==> src/rtl/memwb_skid_stage.sv <==
// MEM/WB pipeline boundary with a two-entry skid buffer.
// The main register drives the WB-side outputs. The skid register catches
// the one extra entry that can be accepted while WB is stalled, so that
// in_ready depends only on registered state and never on out_ready.
module memwb_skid_stage #(
  parameter int DATAW  = 32,
  parameter int REGIDX = 5,
  parameter int WBSELW = 2
) (
  input  logic              clk,
  input  logic              rst,
  input  logic              flush,
  input  logic              in_valid,
  output logic              in_ready,
  input  logic [DATAW-1:0]  in_dmem,
  input  logic [DATAW-1:0]  in_alu,
  input  logic [DATAW-1:0]  in_pc,
  input  logic [REGIDX-1:0] in_rd,
  input  logic [WBSELW-1:0] in_wbsel,
  input  logic              in_regwrite,
  output logic              out_valid,
  input  logic              out_ready,
  output logic [DATAW-1:0]  out_dmem,
  output logic [DATAW-1:0]  out_alu,
  output logic [DATAW-1:0]  out_pc,
  output logic [REGIDX-1:0] out_rd,
  output logic [WBSELW-1:0] out_wbsel,
  output logic              out_regwrite,
  output logic [1:0]        occupancy
);

  // Payload layout {dmem, alu, pc, rd, wbsel, regwrite}; regwrite is bit 0
  // so that flush can clear it without touching the other fields.
  localparam int PAYW = 3 * DATAW + REGIDX + WBSELW + 1;

  typedef enum logic [1:0] {
    S_EMPTY = 2'd0,
    S_ONE   = 2'd1,
    S_FULL  = 2'd2
  } state_t;

  state_t            r_state;
  logic [PAYW-1:0]   r_main;
  logic [PAYW-1:0]   r_skid;
  logic              r_out_valid;
  logic              r_in_ready;
  logic [1:0]        r_occ;

  logic [PAYW-1:0]   w_in_pay;
  logic              w_accept;
  logic              w_pop;
  logic              w_main_rw;

  assign w_in_pay = {in_dmem, in_alu, in_pc, in_rd, in_wbsel, in_regwrite};
  assign w_accept = in_valid & r_in_ready;
  assign w_pop    = r_out_valid & out_ready;

  // Handshake state machine; flags are registered next to the state so that
  // in_ready/out_valid/occupancy come straight from flops.
  always_ff @(posedge clk or posedge rst) begin
    if (rst) begin
      r_state     <= S_EMPTY;
      r_main      <= '0;
      r_skid      <= '0;
      r_out_valid <= 1'b0;
      r_in_ready  <= 1'b1;
      r_occ       <= 2'd0;
    end else if (flush) begin
      r_state     <= S_EMPTY;
      r_main[0]   <= 1'b0;
      r_skid[0]   <= 1'b0;
      r_out_valid <= 1'b0;
      r_in_ready  <= 1'b1;
      r_occ       <= 2'd0;
    end else begin
      case (r_state)
        S_EMPTY: begin
          if (w_accept) begin
            r_main      <= w_in_pay;
            r_state     <= S_ONE;
            r_out_valid <= 1'b1;
            r_in_ready  <= 1'b1;
            r_occ       <= 2'd1;
          end
        end
        S_ONE: begin
          if (w_accept && w_pop) begin
            r_main <= w_in_pay;
          end else if (w_accept) begin
            r_skid      <= w_in_pay;
            r_state     <= S_FULL;
            r_out_valid <= 1'b1;
            r_in_ready  <= 1'b0;
            r_occ       <= 2'd2;
          end else if (w_pop) begin
            r_state     <= S_EMPTY;
            r_out_valid <= 1'b0;
            r_in_ready  <= 1'b1;
            r_occ       <= 2'd0;
          end
        end
        S_FULL: begin
          if (w_pop) begin
            r_main      <= r_skid;
            r_state     <= S_ONE;
            r_out_valid <= 1'b1;
            r_in_ready  <= 1'b1;
            r_occ       <= 2'd1;
          end
        end
        default: begin
          r_state     <= S_EMPTY;
          r_out_valid <= 1'b0;
          r_in_ready  <= 1'b1;
          r_occ       <= 2'd0;
        end
      endcase
    end
  end

  assign {out_dmem, out_alu, out_pc, out_rd, out_wbsel, w_main_rw} = r_main;

  // A bubble must never write the register file.
  assign out_regwrite = w_main_rw & r_out_valid;
  assign out_valid    = r_out_valid;
  assign in_ready     = r_in_ready;
  assign occupancy    = r_occ;

endmodule
==> config.mk <==
export PLATFORM = sky130hd
export DESIGN_NAME = memwb_skid_stage
export DESIGN_NICKNAME = d
export VERILOG_FILES = /design/src/rtl/memwb_skid_stage.sv
export SDC_FILE = /design/constraint.sdc
export NUM_CORES = 1
export LEC_CHECK = 0
export BUFFER_PORTS_ARGS = -buffer_cell sky130_fd_sc_hd__buf_2
export CAP_MARGIN = 20
export CORE_ASPECT_RATIO = 1.5
export CORE_MARGIN = 3
export CORE_UTILIZATION = 34
export CTS_BUF_LIST = sky130_fd_sc_hd__clkbuf_8 sky130_fd_sc_hd__clkbuf_16
export DETAILED_ROUTE_END_ITERATION = 10
export SYNTH_ARGS = -nofsm -noshare
export SYNTH_HDL_FRONTEND = slang
export SYNTH_SLANG_ARGS = --single-unit
==> constraint.sdc <==
create_clock -name clk -period 8.6 [get_ports clk]
set_input_delay 0.86 -clock clk [delete_from_list [all_inputs] [get_ports clk]]
set_output_delay 0.86 -clock clk [all_outputs]
set_load 0.05 [all_outputs]
Word-level counts from Yosys, hierarchy flattened:

Index checks and enable logic that the tools add are counted.
Widths: inputs -> output; s select.

* register bits after elaboration: 212
* bits in latches: 0
* RAM bits: 0
* ROM bits: 0
* input port bits: 109
* output and inout port bits: 108
* memories kept: 0

* add/sub/neg operators: 0
* multipliers: 0
* divide/modulo/power cells: 0
* $lt $le $gt $ge: 0
* equal/unequal tests: 11
* shift-type cells: 0
* mux-type cells: 28
* bitwise logic cells: 5
* reductions and logical operators: 12

Operators with widths (count)
* $mux 104: 3
* $pmux 104 s3: 1
* $mux 1: 15
* $mux 2: 6
* $ne 3x3->1 const B: 4
* $reduce_and 4->1: 3
* $ne 2x2->1 const B: 4
* $pmux 1 s3: 2
* $pmux 2 s3: 1
* $reduce_and 5->1: 1
* $ne 4x4->1 const B: 1
* $reduce_bool 2->1: 2
* $reduce_bool 4->1: 1
* $and 1x1->1: 3
* $reduce_and 3->1: 1
* $reduce_bool 3->1: 1
* $eq 2x1->1 const B: 1
* $eq 2x2->1 const B: 1
* $logic_not 2->1: 1
* $not 1->1: 2
* $reduce_and 2->1: 1
* $logic_and 1x1->1: 1

Depth between registers and ports, before layout:

Gate-level depths: netlist of the first run.

* word-level depth: 6
* depth in mapped cells: 9
* depth with buffers taken out: 6

Worst setup path after synthesis of the first run:

OpenSTA, ideal clock, no wires.

* kind: register to register
* start point: register, netlist name occupancy[0]
* end point: register r_main[103]
* setup time: 0.126 ns
* data arrival time: 2.387 ns
* setup slack: 6.087 ns
* cell stages (with the launch flop): 9
* path buffers: 3
* cell sequence: dfrtp_1 inv_1 ha_1 clkbuf_1 a21boi_0 a2111oi_4 buf_2 buf_2 a21oi_1

RTL lines
* end signal, assigned: RTL line 79 `r_main <= w_in_pay;`
* end signal, assigned: RTL line 88 `r_main <= w_in_pay;`
* end signal, assigned: RTL line 104 `r_main <= r_skid;`
* end, declared: RTL line 43 `logic [PAYW-1:0] r_main;`

==> out/qor.yml, run 1 <==
setup_path:
  r2r_start: "occupancy[0]$_DFFE_PP0P_"
  startpoint_type: "flop"
  r2r_end: "r_main[75]$_DFFE_PP0P_"
  cp.required_ns: 9.02
  end_kind: "flop"
  worst-r2r-setup-slack_ns: 5.11
  path_max_fanout: 104
  worstSetupPathType: "flop to flop"
  ff2ff_path_depth: 8
  cp.arrival_ns: 3.91
logic_synthesis:
  synth_top_cell_by_area: "dfrtp_1"
  synth.area.top_cells: "dfrtp_1 (54%), mux2_2 (12%), mux2i_1 (11%)"
  synth_seq_area_share_pct: 54.4
  synth_flop_cell: "dfrtp_1"
  synth_cells: 821
  ys_warn_count: 0
  syn_nets: 936
  synth_cell_types: 30
  synthesis.area_um2: 9760
  synthArstFlopShare_pct: 100
  ys_seq_elements: 212
  synth-edff-count: 0
  avgSynthCellArea_um2: 11.9
  synth_top_cell_area_share_pct: 54.1
placement:
  gp_congestion: 0.745
  hpwl_um: 13500
  port-buffer-count: 216
  post_dp_cell_area_um2: 10400
power_and_ir_drop:
  power_leakage_uw: 0.00473
  cellPowerDensity_nw_per_um2: 428
  ir_drop_v: 0.000228
flow_run:
  drv_cap: 0
die:
  rows: 75
  io_pins: 217
  dieArea_um2: 30800
  initial_core_util_pct: 34.7
  die_x_um: 144
  core_area_um2: 28200
  fp.dieH_um: 213
cts:
  cts_buffers: 22
  root_buffer: "clkbuf_16"
  clk_latency_ns: 0.51
  ctsLongestPathBuffers: 3
  cts.clk_slew.worst_paths_ns: 0.06
  cts_hold_buf: 0
  cts_tree: "built"
  cts_sinks: 212
  cts_resized: 0
  cts_setup_buffers: 0
  cts_max_level: 1
hold_path:
  hold_depth: 1
  min_from: "r_skid[26]$_DFFE_PP0P_"
  whs_endpoint: "r_skid[26]$_DFFE_PP0P_"
  hold_path_class: "flop to flop"
global_route:
  grt.overflow.total: 0
  grt_pass1_vias: 6242
  gr-usage-all-layers_pct: 13.2
  grt_max_degree: 138
  grt_pass1_wl_um: 32700
  antenna_found_initial: 1
final_layout:
  layout_commonest_cell: "buf_2"
  fin_util_pct: 39.3
  drive_gt1_share_pct: 39.0
  multi_input_area_um2: 3450
  fillers: 2736
  regArea_um2: 5310
  nets: 1036
  finalInstanceArea_um2: 11100
  area.growth.synth_to_final_pct: 13.3
  final_cell_mix: "buf_2 (216), dfrtp_1 (211), nor2_1 (107), a21oi_1 (107), mux2i_1 (105)"
sta:
  fin_crit_sh_pct: 40.5
  worst_hold_slack_ns: 0.502
  post-route-min-period_ns: 3.49
  slew_viol_final: 0
  max_freq_ghz: 0.287
  finalSetupViolations: 0
  rsz0062_at_grt: "false"
  skew_ns: 0.0107
  timing.setup.tns_ns: 0
  final_hold_viol_count: 0
  slew-limit-headroom_pct: 28.6
  worstMarginPinSlew_ns: 1.07
routing:
  drc: 0
  vias_per_cell: 4.76
  vias: 6099
  firstDrtPassIters: 6
  ant_nets: 0
  wl_per_cell_um: 16.2
  drt_iter0_drc: 214
  drt-total-wl_um: 20800
outcome:
  status: "completed"
## flip-flops by register name (all words and copies together) (netlist names)
signal	cells
out_valid	1
occupancy	2
r_skid	104
r_main	104
in_ready	1
## through the flow
step | total power [µW] | setup WS (ns) | std cells
final | 4730 | 5.11 | 1280
after global routing | 5040 | 4.72 | 1280
after CTS | 4810 | 5.02 | 1279
after detailed placement | 3870 | 4.94 | 1243
after global placement | 3820 | 5.04 | 1243
after floorplan | 3720 | 1.95 | 821
## metal layers
| layer | track usage [%] | part of all wire, % | routed length [µm] | up-vias |
|---|---|---|---|---|
| li1 | - | - | - | 2939 |
| met1 | 15.7 | 41 | 8530 | 2973 |
| met2 | 23.3 | 50 | 10400 | 149 |
| met3 | 2.95 | 5.7 | 1190 | 38 |
| met4 | 4.83 | 3.1 | 649 | 0 |
| met5 | 0 | 0 | 0 | - |
## power breakdown
group / switching [µW] / total [µW] / internal [µW]
combinational: 1450 / 2080 / 628
clock: 381 / 912 / 531
sequential: 246 / 1740 / 1490
total: 2080 / 4730 / 2650
## cell usage after synthesis, types with 2 or more instances
| master | instances |
|---|---|
| nand2_1 | 3 |
| ha_1 | 6 |
| nand4_1 | 2 |
| buf_6 | 4 |
| a21oi_1 | 107 |
| inv_1 | 4 |
| a211oi_1 | 2 |
| clkbuf_1 | 21 |
| o21ai_0 | 3 |
| buf_4 | 103 |
| nor2_1 | 107 |
| dfrtp_1 | 211 |
| a2111oi_0 | 2 |
| a21boi_0 | 4 |
| buf_2 | 21 |
| mux2_2 | 103 |
| mux2i_1 | 105 |
## critical path, stage by stage, from the launching register on
cell and delay [ns]:
dfrtp_1 0.44, inv_1 0.15, ha_4 0.33, a21boi_0 0.25, a2111oi_4 0.34, buf_4 0.61, buf_4 0.88, nor2_1 0.11
a21oi_1 0.17
## layout make-up
type / count / share of cell area [%]
Sequential cell: 212 / 48.0
Antenna cell: 1 / 0.0226
Tap cell: 346 / 3.92
Timing Repair Buffer: 225 / 10.4
Multi-Input combinational cell: 456 / 31.2
Clock buffer: 29 / 5.95
Inverter: 4 / 0.204
Clock inverter: 7 / 0.283
## worst max-delay path by stage
| stage | start | end | slack [ns] | cells after the start |
|---|---|---|---|---|
| 6_report | occupancy[0]$_DFFE_PP0P_ | r_main[75]$_DFFE_PP0P_ | 5.11 | 8 |
| 3_5_place_dp | flush | r_main[98]$_DFFE_PP0P_ | 4.94 | 7 |
| 5_1_grt | occupancy[0]$_DFFE_PP0P_ | r_main[98]$_DFFE_PP0P_ | 4.72 | 8 |
| 4_1_cts | occupancy[0]$_DFFE_PP0P_ | r_main[75]$_DFFE_PP0P_ | 5.02 | 8 |
| 3_3_place_gp | flush | r_main[88]$_DFFE_PP0P_ | 5.04 | 7 |
| 2_1_floorplan | rst | occupancy[0]$_DFFE_PP0P_ | 1.95 | 1 |
## logic make-up (layout without fill, tap and decap cells)
group	Yosys count	after routing	share of synthesized area, %
buffers and inverters	153	265	10.4
flip-flops	212	212	54.4
AO/OA/AOI/OAI	123	123	6.92
adder cells (fa/ha/maj)	6	6	0.769
multiplexers	208	208	22.7
AND/OR/NAND/NOR	119	119	4.83
other	0	1	0
Note: power is estimated with default switching activity, not from simulation.
==> inputs of run 2 (changes only) <==
Clock period 8.6 ns to 3 ns, I/O delays scaled along.
==> run 2 against run 1 <==
- critical path type unchanged
- fmax up 44%
- critical path depth shrank 2
- count of clock-buffer cells in the layout fell by 6
- die area stayed put
- wire length down 0.96%
- utilization rose by 0.34 points
- via count grew 0.31%
- first-iteration DRC count up 12%
- sequential power rose to 2.9 times the previous value
- clock power grew to 2.7 times the previous value
- sequential share of layout area is 0.41 points lower
==> out/qor.yml, run 2 (same netlist as run 1, synthesis figures left out) <==
power_and_ir_drop:
  sequentialPowerShare_pct: 37.2  # +0.4 points
  power_leakage_uw: 0.00478  # +0.98%
  ir_drop_v: 0.000551  # +140%
  p_sw_uw: 5920  # +180%
  clkPwrFrac_pct: 18.3  # -1.0 points
  cellPowerDensity_nw_per_um2: 1210  # +180%
  p_sw_share_pct: 44.0  # +0.084 points
  p_int_uw: 7520  # +180%
  combinationalPowerShare_pct: 44.5  # +0.5 points
setup_path:
  path_max_fanout: 69  # -34%
  crit_path_start: "occupancy[1]$_DFFE_PP0P_"
  startpoint_type: "flop"
  ff2ff_path_depth: 6  # -2
  worstSetupPathType: "flop to flop"
  crit_path_end: "r_skid[80]$_DFFE_PP0P_"
  cp.required_ns: 3.38  # -5.64 ns
  r2r_end: "r_skid[80]$_DFFE_PP0P_"
  worst-r2r-setup-slack_ns: 0.57  # -4.54 ns
  cp.arrival_ns: 2.80  # -1.11 ns
  r2r_start: "occupancy[1]$_DFFE_PP0P_"
  end_kind: "flop"
routing:
  vias_per_cell: 4.75  # -0.31%
  drt-total-wl_um: 20600  # -0.96%
  firstDrtPassIters: 5  # -1
  vias: 6118  # +0.31%
  ant_nets: 0  # unchanged
  drc: 0  # unchanged
  wl_per_cell_um: 16.0  # -1.6%
  drt_iter0_drc: 239  # +12%
global_route:
  grt_pass1_wl_um: 32400  # -0.84%
  grt.overflow.total: 0  # unchanged
  gr-usage-met1_pct: 15.2  # -0.52 points
  antenna_found_initial: 2  # +1
  use_met3_pct: 2.39  # -0.56 points
  gr-usage-all-layers_pct: 13.0  # -0.23 points
  grt_pass1_vias: 6279  # +0.59%
  grt_max_degree: 107  # -22%
  met2_usage_pct: 23.4  # +0.096 points
  grt-busiest-layer: "met2"
placement:
  hpwl_um: 13600  # +0.95%
  port-buffer-count: 216  # unchanged
  dp.cells: 1249  # +0.48%
  gp_congestion: 0.716  # -3.9%
final_layout:
  stdcell_count: 1288  # +0.63%
  fin_util_pct: 39.6  # +0.34 points
  regArea_um2: 5310  # unchanged
  multi_input_area_um2: 3450  # unchanged
  nets: 1042  # +0.58%
  final_cell_mix: "buf_2 (216), dfrtp_1 (211), nor2_1 (107), a21oi_1 (107), mux2i_1 (105)"
  drive_gt1_share_pct: 38.8  # -0.18 points
  area.growth.synth_to_final_pct: 14.3
  layout_commonest_cell: "buf_2"
  fillers: 2758  # +0.80%
sta:
  post-route-min-period_ns: 2.43  # -1.06 ns
  slew-limit-headroom_pct: 45.4  # +17 points
  fin_crit_sh_pct: 80.9  # +40 points
  rsz0062_at_grt: "false"
  max_freq_ghz: 0.412  # +44%
  worstMarginPinSlew_ns: 0.820  # -0.252 ns
  finalSetupViolations: 0  # unchanged
  skew_ns: 0.0135  # +0.00277 ns
  slew_viol_final: 0  # unchanged
  final_hold_viol_count: 0  # unchanged
  timing.setup.tns_ns: 0  # unchanged
cts:
  cts_sinks: 212  # unchanged
  ctsLongestPathBuffers: 3  # unchanged
  clk_latency_ns: 0.50  # about the same
  cts_max_level: 1  # unchanged
  cts.clk_slew.worst_paths_ns: 0.07  # about the same
  cts_buffers: 21  # -4.5%
  cts_tree: "built"
  cts_resized: 0  # unchanged
  root_buffer: "clkbuf_16"
hold_path:
  hold_depth: 2  # +1
  hold_path_class: "primary input to flop"
die:
  rows: 75  # unchanged
  die_x_um: 144  # unchanged
  core_area_um2: 28200  # unchanged
  dieArea_um2: 30800  # unchanged
  initial_core_util_pct: 34.7  # unchanged
  io_pins: 217  # unchanged
  fp.dieH_um: 213  # unchanged
outcome:
  status: "completed"
flow_run:
  drv_cap: 0  # unchanged
==> run 2: cell count changes in the layout (fill, tap and decap cells not counted), sizes merged <==
cell	delta
inv	+4
clkinv	+1
dlygate4sd3	+1
bufinv	+1
buf	+6
clkbuf	-6
diode	+1
==> run 2: worst min-delay path by stage <==
| stage | from | endpoint | slack, ns |
|---|---|---|---|
| floorplan | in_pc[22] | r_skid[30]$_DFFE_PP0P_ | 0.45 |
| global placement | rst | r_main[91]$_DFFE_PP0P_ | 0.43 |
| detailed placement | rst | r_main[97]$_DFFE_PP0P_ | 0.44 |
| CTS | in_alu[22] | r_skid[62]$_DFFE_PP0P_ | 0.01 |
| global route | in_alu[12] | r_skid[52]$_DFFE_PP0P_ | 0.03 |
| finish | in_alu[22] | r_skid[62]$_DFFE_PP0P_ | 0.05 |
==> run 2: worst max-delay path, cell delays in order (launching register included) <==
cell and delay (ns):
dfrtp_1 0.45, inv_1 0.15, ha_1 0.19, a21boi_0 0.25, nor3b_2 0.40, buf_12 0.36, mux2_2 0.39
==> run 2: through the flow <==
stage / hold WS, ns / instance area [µm²] / power, µW / setup WS, ns
floorplan: 0.452 / 9760 / 10700 / -0.0554
global placement: 0.432 / 10500 / 11000 / 0.693
detailed placement: 0.438 / 10500 / 11100 / 0.647
CTS: 0.0119 / 11100 / 13700 / 0.603
global route: 0.0263 / 11100 / 14300 / 0.466
finish: 0.0453 / 11100 / 13400 / 0.572
==> run 2: per-layer routing <==
metal | routed length [µm] | vias to the layer above
met5 | 0 | -
met4 | 577 | 0
met3 | 982 | 34
met2 | 10600 | 144
met1 | 8400 | 2991
li1 | - | 2949
==> run 2: final cells by class <==
class | count | area share (%)
Antenna cell | 2 | 0.0449
Clock buffer | 23 | 4.96
Clock inverter | 13 | 0.696
Inverter | 4 | 0.168
Multi-Input combinational cell | 456 | 31.0
Sequential cell | 212 | 47.6
Tap cell | 346 | 3.88
Timing Repair Buffer | 232 | 11.7
==> run 2: power by group through the flow <==
stage | combinational [µW] | sequential, µW | clock (µW)
after global routing | 6440 | 5190 | 2670
after global placement | 5970 | 5010 | 0
after floorplan | 5730 | 4930 | 0
after CTS | 6070 | 5020 | 2570
after detailed placement | 6050 | 5070 | 0
final | 5980 | 5000 | 2460
==> run 2: repair_timing <==
| action | 4_1_cts | 5_1_grt |
|---|---|---|
| hold endpoints to repair | 23 | 0 |
| setup buffers | 0 | 0 |
| hold buffers | 1 | 0 |
==> inputs of run 3 (changes only) <==
Settings changed: ABC_AREA set to 1.
Clock period 3 ns to 2.1 ns, I/O delays scaled along.
==> run 3 against run 2 <==
- non-clock buffer count is 111 higher
- sequential cell count did not move
- global-route usage grew 2.5 points
- final cell count rose by 33%
- area after synthesis grew 5.7%
==> out/qor.yml, run 3 <==
placement:
  port-buffer-count: 216  # unchanged
  post_dp_cell_area_um2: 11000  # +4.9%
  hpwl_um: 16400  # +21%
  gp_congestion: 0.750  # +4.8%
routing:
  drc: 0  # unchanged
  drt_iter0_drc: 396  # +66%
  drt-total-wl_um: 25500  # +24%
  vias: 7828  # +28%
  wl_per_cell_um: 14.8  # -7.2%
  firstDrtPassIters: 5  # unchanged
  ant_nets: 0  # unchanged
  vias_per_cell: 4.56  # -4.0%
hold_path:
  hold_depth: 3  # +1
  whs_endpoint: "r_skid[28]$_DFFE_PP0P_"
  min_from: "in_pc[20]"
  hold_path_class: "primary input to flop"
cts:
  clk_latency_ns: 0.51  # about the same
  ctsLongestPathBuffers: 3  # unchanged
  cts_max_level: 1  # unchanged
  cts_sinks: 212  # unchanged
  cts.clk_slew.worst_paths_ns: 0.06  # about the same
  cts_buffers: 22  # +4.8%
  cts_resized: 0  # unchanged
  cts_tree: "built"
  cts_hold_buf: 104  # +103
  root_buffer: "clkbuf_16"
  cts_setup_buffers: 0  # unchanged
global_route:
  antenna_found_initial: 1  # -1
  gr-usage-all-layers_pct: 15.5  # +2.5 points
  grt_pass1_wl_um: 41100  # +27%
  grt.overflow.total: 0  # unchanged
  grt_pass1_vias: 7768  # +24%
  grt_max_degree: 81  # -24%
logic_synthesis:
  synth-edff-count: 0  # unchanged
  ys_seq_elements: 212  # unchanged
  ys_warn_count: 0  # unchanged
  synth_top_cell_by_area: "dfrtp_1"
  synthArstFlopShare_pct: 100  # unchanged
  synth.area.top_cells: "dfrtp_1 (51%), nand2_1 (12%), buf_4 (7.6%)"
  synth_flop_cell: "dfrtp_1"
  avgSynthCellArea_um2: 9.28  # -22%
  synth_top_cell_area_share_pct: 51.2  # -2.9 points
  synth_cell_types: 26  # -13%
  syn_nets: 1226  # +31%
  synth_cells: 1111  # +35%
  yosys.cell_count.top_type: "nand2_1"
  synth_seq_area_share_pct: 51.5  # -2.9 points
  synth_top_cells_by_count: "nand2_1 (331), dfrtp_1 (211), buf_4 (104), nand3_1 (78), mux2i_1 (71)"
  synthesis.area_um2: 10300  # +5.7%
die:
  die_x_um: 148  # +2.7%
  fp.dieH_um: 219  # +2.7%
  core_area_um2: 29700  # +5.4%
  rows: 77  # +2.7%
  initial_core_util_pct: 34.8  # +0.095 points
  dieArea_um2: 32500  # +5.5%
  io_pins: 217  # unchanged
sta:
  worst_hold_slack_ns: 0.0225  # -0.0229 ns
  final_hold_viol_count: 0  # unchanged
  max_freq_ghz: 0.538  # +30%
  worstMarginPinSlew_ns: 0.576  # -0.244 ns
  slew_viol_final: 0  # unchanged
  fin_crit_sh_pct: 88.6  # +7.7 points
  finalSetupViolations: 0  # unchanged
  rsz0062_at_grt: "false"
  skew_ns: 0.0111  # -0.00240 ns
  post-route-min-period_ns: 1.86  # -0.567 ns
  slew-limit-headroom_pct: 61.5  # +16 points
setup_path:
  cp_cell_sequence: "inv_1 -> ha_1 -> nand2_1 -> nand2_1 -> nor2_4 -> nand2_8 -> buf_4 -> nand2_1 -> o21ai_1"
  startpoint_type: "flop"
  cpMaxStageDelayCell: "dfrtp_1"
  cp_slowest_stage_delay_ns: 0.45  # about the same
  path_max_fanout: 22  # -68%
  worstSetupPathType: "flop to flop"
  ff2ff_path_depth: 9  # +3
  cp.required_ns: 2.49  # -0.89 ns
  cp.arrival_ns: 2.25  # -0.55 ns
  end_kind: "flop"
  r2r_end: "r_main[64]$_DFFE_PP0P_"
  r2r_start: "occupancy[0]$_DFFE_PP0P_"
  worst-r2r-setup-slack_ns: 0.24  # -0.33 ns
  crit_top_cell: "nand2_1"
outcome:
  status: "completed"
final_layout:
  area.growth.synth_to_final_pct: 23.9
  fin_util_pct: 43.1  # +3.5 points
  finalInstanceArea_um2: 12800  # +15%
  drive_gt1_share_pct: 25.0  # -14 points
  layout_commonest_cell: "nand2_1"
  nets: 1423  # +37%
  fillers: 2949  # +6.9%
  final_cell_mix: "nand2_1 (331), buf_2 (216), dfrtp_1 (211)"
flow_run:
  drv_cap: 0  # unchanged
power_and_ir_drop:
  power_leakage_uw: 0.00646  # +35%
  total_power_uw: 19800  # +48%
  cellPowerDensity_nw_per_um2: 1550  # +29%
  ir_drop_v: 0.000873  # +58%
==> run 3: report_power, final <==
group	switching, µW	total [µW]	internal [µW]
clock	1600	3920	2310
sequential	1040	7030	5990
combinational	6450	8890	2440
==> run 3: per-layer routing <==
metal	wire [µm]	vias to the layer above	global-route usage (%)
li1	-	3896	-
met1	10700	3684	19.7
met2	12900	205	27.2
met3	1150	43	1.84
met4	763	0	5.64
met5	0	-	0
==> run 3: kinds of logic after synthesis <==
group / share of synthesized area (%)
and+or+nand+nor: 17.2
muxes: 6.89
buffers and inverters: 13.5
AOI/OAI and AO/OA: 10.2
adders and majority gates: 0.728
DFF: 51.5
==> run 3: cell type report <==
cell class	count	area [µm²]	area share, %
tap	395	494	3.87
inverter	45	173	1.35
sequential	212	5310	41.5
timing repair buffer	343	2460	19.2
clock inverter	11	95.1	0.744
multi-input combinational	684	3630	28.4
clock buffer	26	617	4.83
antenna	1	2.50	0.0196
==> run 3: worst max-delay path by stage <==
stage / to / depth (start not counted) / start
detailed placement: r_main[82]$_DFFE_PP0P_ / 9 / occupancy[0]$_DFFE_PP0P_
floorplan: occupancy[0]$_DFFE_PP0P_ / 1 / rst
global route: r_main[64]$_DFFE_PP0P_ / 9 / occupancy[0]$_DFFE_PP0P_
CTS: r_main[4]$_DFFE_PP0P_ / 9 / occupancy[0]$_DFFE_PP0P_
finish: r_main[64]$_DFFE_PP0P_ / 9 / occupancy[0]$_DFFE_PP0P_
global placement: r_main[82]$_DFFE_PP0P_ / 8 / occupancy[0]$_DFFE_PP0P_
==> run 3: critical path: cells and delay by family (launching register included) <==
family                     cells  cell delay (ns)
buffers and inverters          2             0.41
and+or+nand+nor                5             0.54
adders and majority gates      1             0.24
AOI/OAI and AO/OA              1             0.05
DFF                            1             0.45
==> run 3: stage by stage <==
stage / std cells / setup slack, ns / setup TNS (ns)
final: 1717 / 0.240 / 0
after global routing: 1717 / 0.0663 / 0
after CTS: 1716 / 0.234 / 0
after detailed placement: 1575 / 0.262 / 0
after global placement: 1575 / 0.287 / 0
after floorplan: 1111 / -0.865 / -182.75
